<file path="config.mk">
export PLATFORM = sky130hd
export DESIGN_NAME = encoder_8_3_queued
export DESIGN_NICKNAME = d
export VERILOG_FILES = /design/src/rtl/encoder_pkg.sv /design/src/rtl/prio_pick_8.sv /design/src/rtl/encoder_8_3_queued.sv
export SDC_FILE = /design/constraint.sdc
export NUM_CORES = 1
export LEC_CHECK = 0
export CORE_UTILIZATION = 53
export DETAILED_ROUTE_END_ITERATION = 6
export GPL_TIMING_DRIVEN = 0
export PLACE_DENSITY_LB_ADDON = 0.1
export SLEW_MARGIN = 20
export SYNTH_ARGS = -nofsm -noshare
export SYNTH_HDL_FRONTEND = slang
export SYNTH_SLANG_ARGS = --single-unit
</file>
<file path="constraint.sdc">
create_clock -name clk -period 3.9 [get_ports clk]
set_clock_uncertainty 0.2 [all_clocks]
set_input_delay 0.78 -clock clk [delete_from_list [all_inputs] [get_ports clk]]
set_output_delay 0.78 -clock clk [all_outputs]
set_load 0.005 [all_outputs]
</file>
<file path="src/rtl/encoder_pkg.sv">
// encoder_pkg: shared widths, FSM state and reset constants for encoder_8_3_queued
package encoder_pkg;
    localparam int N_LINES = 8;
    localparam int CODE_W = 3;
    localparam logic [N_LINES-1:0] PREV_RST = 8'hFF;
    typedef enum logic {EMPTY, FULL} state_t;
endpackage

</file>
<file path="src/rtl/prio_pick_8.sv">
// prio_pick_8: picks the highest set bit of an 8-bit vector, returning index, one-hot mask and any flag
module prio_pick_8
    import encoder_pkg::*;
(
    input  logic [N_LINES-1:0] req,
    output logic [CODE_W-1:0]  idx,
    output logic [N_LINES-1:0] mask,
    output logic               any
);
    // scan upward so the highest set bit is the last one written
    always_comb begin
        idx = '0;
        mask = '0;
        any = |req;
        for (int k = 0; k < N_LINES; k++)
            if (req[k]) idx = k[CODE_W-1:0];
        mask[idx] = any;
    end
endmodule

</file>
<file path="src/rtl/encoder_8_3_queued.sv">
// encoder_8_3_queued: registered 8-to-3 priority encoder with pending queue and valid/ready output; GS/EO exist with ENC_CASCADE_EN
module encoder_8_3_queued
    import encoder_pkg::*;
(
    input  logic               clk,
    input  logic               rst,
    input  logic [N_LINES-1:0] I,
    input  logic               EI,
    output logic [CODE_W-1:0]  Y,
    output logic               V,
    input  logic               R,
    output logic               OVF
`ifdef ENC_CASCADE_EN
    ,
    output logic               GS,
    output logic               EO
`endif
);
    logic [N_LINES-1:0] prev, pending, edges, pick_mask, clr;
    logic [CODE_W-1:0]  pick_idx;
    logic               pick_any, free, load;
    state_t             state, state_nxt;

    assign edges = prev & ~I & {N_LINES{~EI}};
    assign V = state == FULL;

    prio_pick_8 u_pick (
        .req (pending),
        .idx (pick_idx),
        .mask(pick_mask),
        .any (pick_any)
    );

    // slot is free when empty or handing its code over this cycle; refill from registered pending only
    always_comb begin
        free = (state == EMPTY) | R;
        load = free & pick_any;
        state_nxt = free ? (pick_any ? FULL : EMPTY) : state;
        clr = load ? pick_mask : '0;
    end

    // new edges are ORed in after the clear so a same-cycle set wins over the issue
    always_ff @(posedge clk) begin
        if (rst) begin
            prev <= PREV_RST;
            pending <= '0;
            state <= EMPTY;
            Y <= '0;
            OVF <= 1'b0;
        end else begin
            prev <= I;
            pending <= (pending & ~clr) | edges;
            state <= state_nxt;
            if (load) Y <= pick_idx;
            OVF <= OVF | (|(edges & pending & ~clr));
        end
    end

`ifdef ENC_CASCADE_EN
    assign GS = ~(V | (|pending));
    assign EO = ~(~EI & ~V & ~(|pending));
`endif
endmodule
</file>
==> impl_results.md <==
- Mux share of post-synthesis cell area: 0%
- CTS Buffer Depth: 2
- CP max stage delay: 450 ps
- Synth cell types: 33
- FP Rows: 14
- Vias in the first global route: 767
- Yosys warning count: 0
- Adder-cell area share of the yosys netlist: 0%
- I/O Buffers: 15
- Initial DRC count: 9
- Simple-Gate Fraction of Synth Area: 27.64%
- Starting density of the core: 59.44%
- Slew headroom: 66.01%
- Required time of the critical path: 3910 ps
- Total Power: 0.4405 mW
- GPL Wtd Cong: 0.8055
- I/O Pins: 17
- Critical-path cell list: clkdlybuf4s50_1, nor2b_1, buf_6, or3_1, o2111ai_1, and4_1, a31oi_1
- Bufs and invs on worst path: 2
- Final setup violating endpoints: 0
- RSZ-0062 raised after global routing: no
- Max Cap Violations: 0
- Compound-gate portion of the synthesized area: 21.09%
- Avg Synthesized Cell Area: 8.758 µm²
- Routed len/inst: 13.43 µm
- Yosys top cell area share: 44.86%
- Area Overhead vs Synth: 21.36%
- Hold Crit Class: register to register
- Die span in x: 44.05 µm
- Final ANT Viol Nets: 0
- Layout cells sized above 1: 18.25%
- H-tree levels: 1
- GRT Total Usage: 23.12%
- TNS Setup: 0 ps
- Diode count: 0
- Die area: 1940 µm²
- Core area: 1577 µm²
- Largest net degree at the start of global routing: 14
- Syn nets: 119
- CP Class: input port to register
- Setup Fix Bufs, Post-CTS: 0
- Power per cell area: 387.3 nW/µm²
- Clk sink count: 21
- Crit path DAT: 2260 ps
- #FFs+latches synth: 21
- CTS tree: yes
- WHS: 268.5 ps
- Worst setup EP type: register
- Post-Synthesis Cells: 107
- DP Area: 1107 µm²
- VDD IR-drop max: 0.0002592 V
- Fmax: 445.0 MHz
- Clk slew on worst S/H paths: 130 ps
- CP max FO: 9
- Sequential area share after synthesis: 44.86%
- Fin nets: 139
- Tmin final: 2247 ps
- HPWL after detailed placement: 1355 µm
- # resized after CTS: 0
- Fin. max-slew vios: 0
- DR pass1 iterations: 6
- Slowest-stage cell, CP: clkdlybuf4s50_1
- Final Instance Area: 1137 µm²
- Most common cell after layout, fill and taps aside: dfxtp_1
- Final WL: 1907 µm
- Most frequent cells in the layout: dfxtp_1, nor2_1, clkdlybuf4s50_1
- Initial antenna violation count: 0
- Total number of vias: 822
- Hold Fails Final Rpt: 0
- Root Buffer: clkbuf_4
- DIE HEIGHT: 44.05 µm
- Area contributors post-synth: dfxtp_1, or2_2, nor2_1
- Skew-Pair Late Insertion Delay: 320 ps
- Via/cell ratio: 5.789
- Hold_buf cts: 0
- LEAKAGE: 0.4215 nW
- Total CTS buffers: 3
- Worst slew pin tran: 505.2 ps
- Top delay family on crit path: simple AND/OR/NAND/NOR gates
- Critical Path Source Type: input port
- Tcrit/Tclk final: 57.62%
- Synth area leader: dfxtp_1
- FF-to-FF setup slack: 2080 ps
- First-pass GRT wire length: 3215 µm
- Largest family of logic cells by synthesized area: simple AND/OR/NAND/NOR gates
- Grt total ovfl: 0
- Status: finished, final reports clean
- Synthesized area: 937.1 µm²
- DRC: 0
- Xor and xnor area share after synthesis: 0%
area by class of cell:
cell class              instances  area (µm²)
plain buffers                   7       45.04
well taps                      16       20.02
multi-input cells              75       456.7
inverters                       4       15.01
flip-flops and latches         21       420.4
repair buffers                 15       150.1
fillers                       137       439.2
clock inverters                 1       7.507
clock buffers                   3       22.52
power breakdown:
part / switching [mW] / internal [mW]
clock: 0.0720 / 0.0393
sequential: 0.0101 / 0.231
combinational: 0.0398 / 0.0488
logic make-up (layout without fill, tap and decap cells):
logic type,after synthesis,after routing
flip-flops,21,21
AND/OR/NAND/NOR,45,45
buffers and inverters,11,30
AO/OA/AOI/OAI,30,30
synthesized netlist by cell type, drive strengths merged:
library cell and number:
dfxtp 21, nor2b 2, clkbuf 2, nand3 1, a2111o 1, o2111ai 1, nand2 4, nand2b 1
a31o 2, nor3b 2, a21oi 10, a41oi 1, nor2 16, a22oi 3, or3 1, nor4bb 1
nor3 2, nor4 2, or2 10, a31oi 1, and4 2, buf 5, inv 4, a211oi 2
o41ai 1, nand4 1, o21bai 2, a22o 1, o21ai 5
per-layer routing:
layer	track usage, %	wire length (µm)	share of wire, %	vias up
li1	-	-	-	415
met1	28.42	893	47	372
met2	34.71	851	45	31
met3	8.163	114	6.0	4
met4	13.94	47	2.5	0
met5	0	0	0	-
tightest hold or removal path: cells and delay by family, from the launching register on:
family          cells  cell delay, ps
flops               1             340
simple gates        1              50
compound gates      1              50
stage by stage:
| step | setup WS [ps] | std cells | utilization [%] |
|---|---|---|---|
| after floorplan | 1888 | 107 | - |
| after detailed placement | 1322 | 138 | 70.24 |
| after global placement | 1304 | 138 | 70.24 |
| after CTS | 1665 | 142 | 72.14 |
| final | 1653 | 142 | 72.14 |
| after global routing | 1580 | 142 | 72.14 |
flip-flops by register name, summed over array words and instances (netlist names):
register / cells
V: 1
OVF: 1
prev: 8
Y: 3
pending: 8
path summary, 6_finish.rpt:
check                   from    endpoint  cells after the start
setup / recovery           R         OVF                      7
hold / removal       prev[4]  pending[4]                      2
setup reg to reg  pending[7]         OVF                      6
hold reg to reg      prev[4]  pending[4]                      2
No activity file was read; power rests on OpenSTA's default activity.
==> variant 1, RTL diff (config.mk and constraints unchanged) <==
Register the inputs `I` and `R` before use. The logic sees them one clock later. The other inputs are not delayed to match.
--- a/src/rtl/encoder_8_3_queued.sv
+++ b/src/rtl/encoder_8_3_queued.sv
@@ -16,12 +16,21 @@
     output logic               EO
 `endif
 );
+
+    logic [N_LINES-1:0] I_q;
+    logic R_q;
+
+    always_ff @(posedge clk) begin
+        I_q <= I;
+        R_q <= R;
+    end
+
     logic [N_LINES-1:0] prev, pending, edges, pick_mask, clr;
     logic [CODE_W-1:0]  pick_idx;
     logic               pick_any, free, load;
     state_t             state, state_nxt;
 
-    assign edges = prev & ~I & {N_LINES{~EI}};
+    assign edges = prev & ~I_q & {N_LINES{~EI}};
     assign V = state == FULL;
 
     prio_pick_8 u_pick (
@@ -33,7 +42,7 @@
 
     // slot is free when empty or handing its code over this cycle; refill from registered pending only
     always_comb begin
-        free = (state == EMPTY) | R;
+        free = (state == EMPTY) | R_q;
         load = free & pick_any;
         state_nxt = free ? (pick_any ? FULL : EMPTY) : state;
         clr = load ? pick_mask : '0;
@@ -48,7 +57,7 @@
             Y <= '0;
             OVF <= 1'b0;
         end else begin
-            prev <= I;
+            prev <= I_q;
             pending <= (pending & ~clr) | edges;
             state <= state_nxt;
             if (load) Y <= pick_idx;
Check against the original RTL: not equivalent (a bounded check fails within 4 cycles, from zero or initial values and one cycle with rst high).
==> variant 1 against the original RTL <==
  * Power grew 40%
  * Area after synthesis increased by 19%
  * Non-clock buffer count is 2 lower
  * Synthesized cell count increased by 2.8%
  * Sequential cell count rose by 9
  * Setup slack improved by 0.058 ns
  * Global-route usage fell by 1.3 points
  * Routed wire length grew 9.1%
  * Via count up 7.7%
  * First-iteration DRC count rose to 2.7 times the old value
  * Register-to-register slack better by 0.09 ns
  * Design area is 20% higher
  * Clock power grew 70%
==> variant 1: results (changes against the original RTL) <==
Clocking
The number of clock sinks seen by CTS was 30 (+43%). The clock transition at the registers of the reported paths was 0.08 ns (-0.05 ns). The number of buffers inserted during clock tree synthesis was 5 (+2).

The H-tree depth is 2 (+1).

Run status
The run finished with clean final reports.

Final layout
The number of non-clock inverters came to 3 (-1). The design area was 1370 um^2 (+20%). The clock tree cell share of total cell area was 0.0440 (+0.0176). The sequential cell area share came to 0.440 (+0.0699).

The number of non-clock buffers was 20 (-9.1%). The number of multi-input combinational cells came to 73 (-2.7%).

Power
The largest vdd supply drop is 0.000338 V (+31%). The internal power of the cells is 0.464 mW (+46%). The power in combinational cells is 0.0858 mW (-3.2%).

Place
The cell area reported after detailed placement was 1310 um^2 (+18%). The placer congestion estimate is 0.830 (+3.0%). The pre-CTS setup slack is 1.39 ns (+0.0683 ns).

STA
The worst hold slack after final layout is 0.244 ns (-0.0241 ns). The max-slew headroom at the worst pin is 0.681 (+0.0207).

Worst setup path
The data arrival time of the critical path is 1.21 ns (-1.05 ns). The setup slack of the worst register-to-register path is 2.17 ns (+0.09 ns). The biggest cell delay along the critical path is 0.51 ns (+0.06 ns).

The highest net fanout along the worst path is 4 (-5).

Logic synthesis
The cell count after synthesis is 110 (+2.8%). Sorting the synthesized cells by area gives the leading types as dfxtp_1, or2_2, nor2_1. The number of distinct library cell variants in the gate-level netlist after synthesis is 37 (+12%).

The synthesized netlist net count came to 122 (+2.5%).

Drt
The total wire length after detailed routing is 2.08 mm (+9.1%). The DRC marker count from the first detailed-route iteration came to 24 (+15). The per-cell routed wire length is 12.9 um (-3.8%). The first-pass iteration count of the detailed router is 4 (-2).

Global route
The global-route usage over all layers was 0.218 (-0.0128). The number of global-route vias before repair was 745 (-2.9%).
==> variant 1: cell types whose count changed after synthesis, moves of 2 or more <==
cell	unedited run	this run
buf_2	3	0
nand4bb_1	0	2
nand2b_1	0	3
a211oi_1	2	0
a21oi_1	10	7
o21ai_0	5	2
dfxtp_1	21	30
==> variant 1: routing by layer <==
metal	track usage	share of wire
met2	0.327	0.47
met3	0.102	0.043
met5	0	0
met1	0.260	0.47
met4	0.117	0.014
==> variant 1: cell families (layout without fill, tap and decap cells) <==
logic type	count (synthesis)	in the layout	synth area share
AOI/OAI and AO/OA	25	25	0.163
buffers and inverters	7	31	0.0337
DFF	30	30	0.540
and+or+nand+nor	48	48	0.263
==> variant 1: final timing paths <==
path,start,end,cells after the start
worst max-delay path,V,V,1
worst max register to register,V,OVF,4
worst min register to register,I_q[3],prev[3],1
worst min-delay path,I_q[3],prev[3],1
==> variant 2, RTL diff (same settings) <==
Without the edit above. Set the package constant `N_LINES` to 16 (it was 8).
--- a/src/rtl/encoder_pkg.sv
+++ b/src/rtl/encoder_pkg.sv
@@ -1,6 +1,6 @@
 // encoder_pkg: shared widths, FSM state and reset constants for encoder_8_3_queued
 package encoder_pkg;
-    localparam int N_LINES = 8;
+    localparam int N_LINES = 16;
     localparam int CODE_W = 3;
     localparam logic [N_LINES-1:0] PREV_RST = 8'hFF;
     typedef enum logic {EMPTY, FULL} state_t;
Interface: changed (resized I); port bits go from 17 to 25. The function was not compared with the original's and may differ.
==> variant 2 against the original RTL <==
  * Non-clock buffer count grew 6
  * Power grew 79%
  * Area after synthesis rose by 66%
  * Cell count grew 77%
  * Critical path depth is the same
  * Sequential cell count rose by 16
  * Sequential power is 76% higher
  * Die area up 62%
  * Setup slack got worse by 0.33 ns
  * Critical path type unchanged
  * Highest routed layer unchanged
  * Design area up 65%
  * Clock power rose by 81%
  * Routed wire length rose by 82%
  * Global-route usage rose by 1.4 points
==> variant 2: results (changes against the original RTL) <==
Place
The placed cell count came to 244 (+77%). The cell area reported after detailed placement is 1820 um^2 (+65%). The number of buffers inserted by port buffering is 23 (+8). The placer congestion estimate is 0.909 (+13%). The placed wire-length estimate was 2.63 mm (+94%).

Clocking
The later-pin clock latency in the skew report was 0.34 ns (+0.02 ns). The clock transition at the registers of the reported paths is 0.10 ns (-0.03 ns). The number of buffers inserted during clock tree synthesis is 5 (+2).

STA
The max-slew headroom at the worst pin is 0.466 (-0.194). The worst hold slack after final layout is 0.265 ns (-0.00375 ns).

Final layout
The largest registers in the layout are pending x16, prev x16, Y x3. The fraction of final layout cells sized beyond drive strength 1 came to 0.0773 (-0.105).

Logic synthesis
Sorting the synthesized cells by how often they occur yields nor2_1, dfxtp_1, nand3_1. The average size of a mapped cell came to 8.18 um^2 (-6.6%). The number of distinct library cell variants in the gate-level netlist after synthesis is 36 (+9.1%). The synthesized netlist net count is 210 (+76%). Ranked by total cell area, the synthesized netlist is headed by dfxtp_1, nor2_1, nand3_1. The fraction of the yosys area taken by sequential cells is 0.477 (+0.0281).

Global route
The number of global-route vias before repair is 1375 (+79%). The wire length of the first global-routing pass is 5.95 mm (+85%). The met2 global-route usage came to 0.391 (+0.0441). The global-route usage over all layers is 0.245 (+0.0141). The maximum number of pins on one net before global-route repair is 11 (-3). The routing usage on met1 was 0.303 (+0.0186). The met3 global-route usage came to 0.0698 (-0.0119).

Worst setup path
The setup slack of the worst register-to-register path is 1.35 ns (-0.73 ns). The highest net fanout along the worst path is 5 (-4). Tracing the worst setup path back leads to its startpoint at R. The worst register-to-register path begins at pending[4]. The slowest cell on the critical path is nor3_1. The biggest cell delay along the critical path is 0.51 ns (+0.06 ns).

Drt
The total number of vias is 1480 (+80%). The met3 wirelength from detailed routing is 178 um (+56%). The wire length on met1 is 1.57 mm (+75%). The total wire length after detailed routing was 3.47 mm (+82%). The first-pass iteration count of the detailed router is 4 (-2). The routed length on met2 came to 1.66 mm (+95%).

Power
The largest vdd supply drop is 0.000364 V (+40%). The leakage component of the power is 0.745 nW (+77%). The internal power of the cells was 0.568 mW (+78%).

Run status
The run finished with clean final reports.

Hold path
The worst hold path endpoint is pending[0].
variant 2: changes by cell type after synthesis, moves of 3 or more:
cell      change
inv_1         +9
o21ai_0       -3
dfxtp_1      +16
nor2_1       +22
nand2b_1      +3
nor3_1        +3
nor2b_1       +3
a31oi_1      +10
nand3_1      +13
nand2_1       +5
clkbuf_1      +3
buf_2         -3
variant 2: layout make-up:
type                            count  area (um^2)
Fill cell                         269          880
Multi-Input combinational cell    135          746
Sequential cell                    37          741
Timing Repair Buffer               23          230
Clock buffer                        7         55.1
Inverter                           13         48.8
Tap cell                           31         38.8
Buffer                              5         18.8
variant 2: worst max-delay path by stage:
stage | cells past startpoint | end
2_1_floorplan | 6 | OVF
3_3_place_gp | 7 | OVF
3_5_place_dp | 7 | OVF
4_1_cts | 7 | OVF
5_1_grt | 7 | OVF
6_report | 7 | OVF
variant 2: power groups by stage:
stage	logic, mW	registers [mW]	clock network (mW)
after floorplan	0.0999	0.429	0
after global placement	0.155	0.431	0
after CTS	0.160	0.424	0.210
after detailed placement	0.159	0.433	0
final	0.161	0.425	0.201
after global routing	0.179	0.428	0.220
variant 2: cells by family after synthesis:
| logic type | synth area share |
|---|---|
| DFF | 0.477 |
| and+or+nand+nor | 0.295 |
| buffers and inverters | 0.0435 |
| AOI/OAI and AO/OA | 0.184 |
variant 2: worst min-delay path, cell delays in order, from the launching register on:
cell and delay, ns:
dfxtp_1 0.32, nand2_1 0.05, a21oi_1 0.05
variant 2: metrics by stage:
| step | setup slack (ns) | util |
|---|---|---|
| 6_report | 1.32 | 0.681 |
| 5_1_grt | 1.06 | 0.681 |
| 3_3_place_gp | 1.07 | 0.661 |
| 4_1_cts | 1.34 | 0.681 |
| 3_5_place_dp | 0.976 | 0.661 |
| 2_1_floorplan | 1.77 | - |
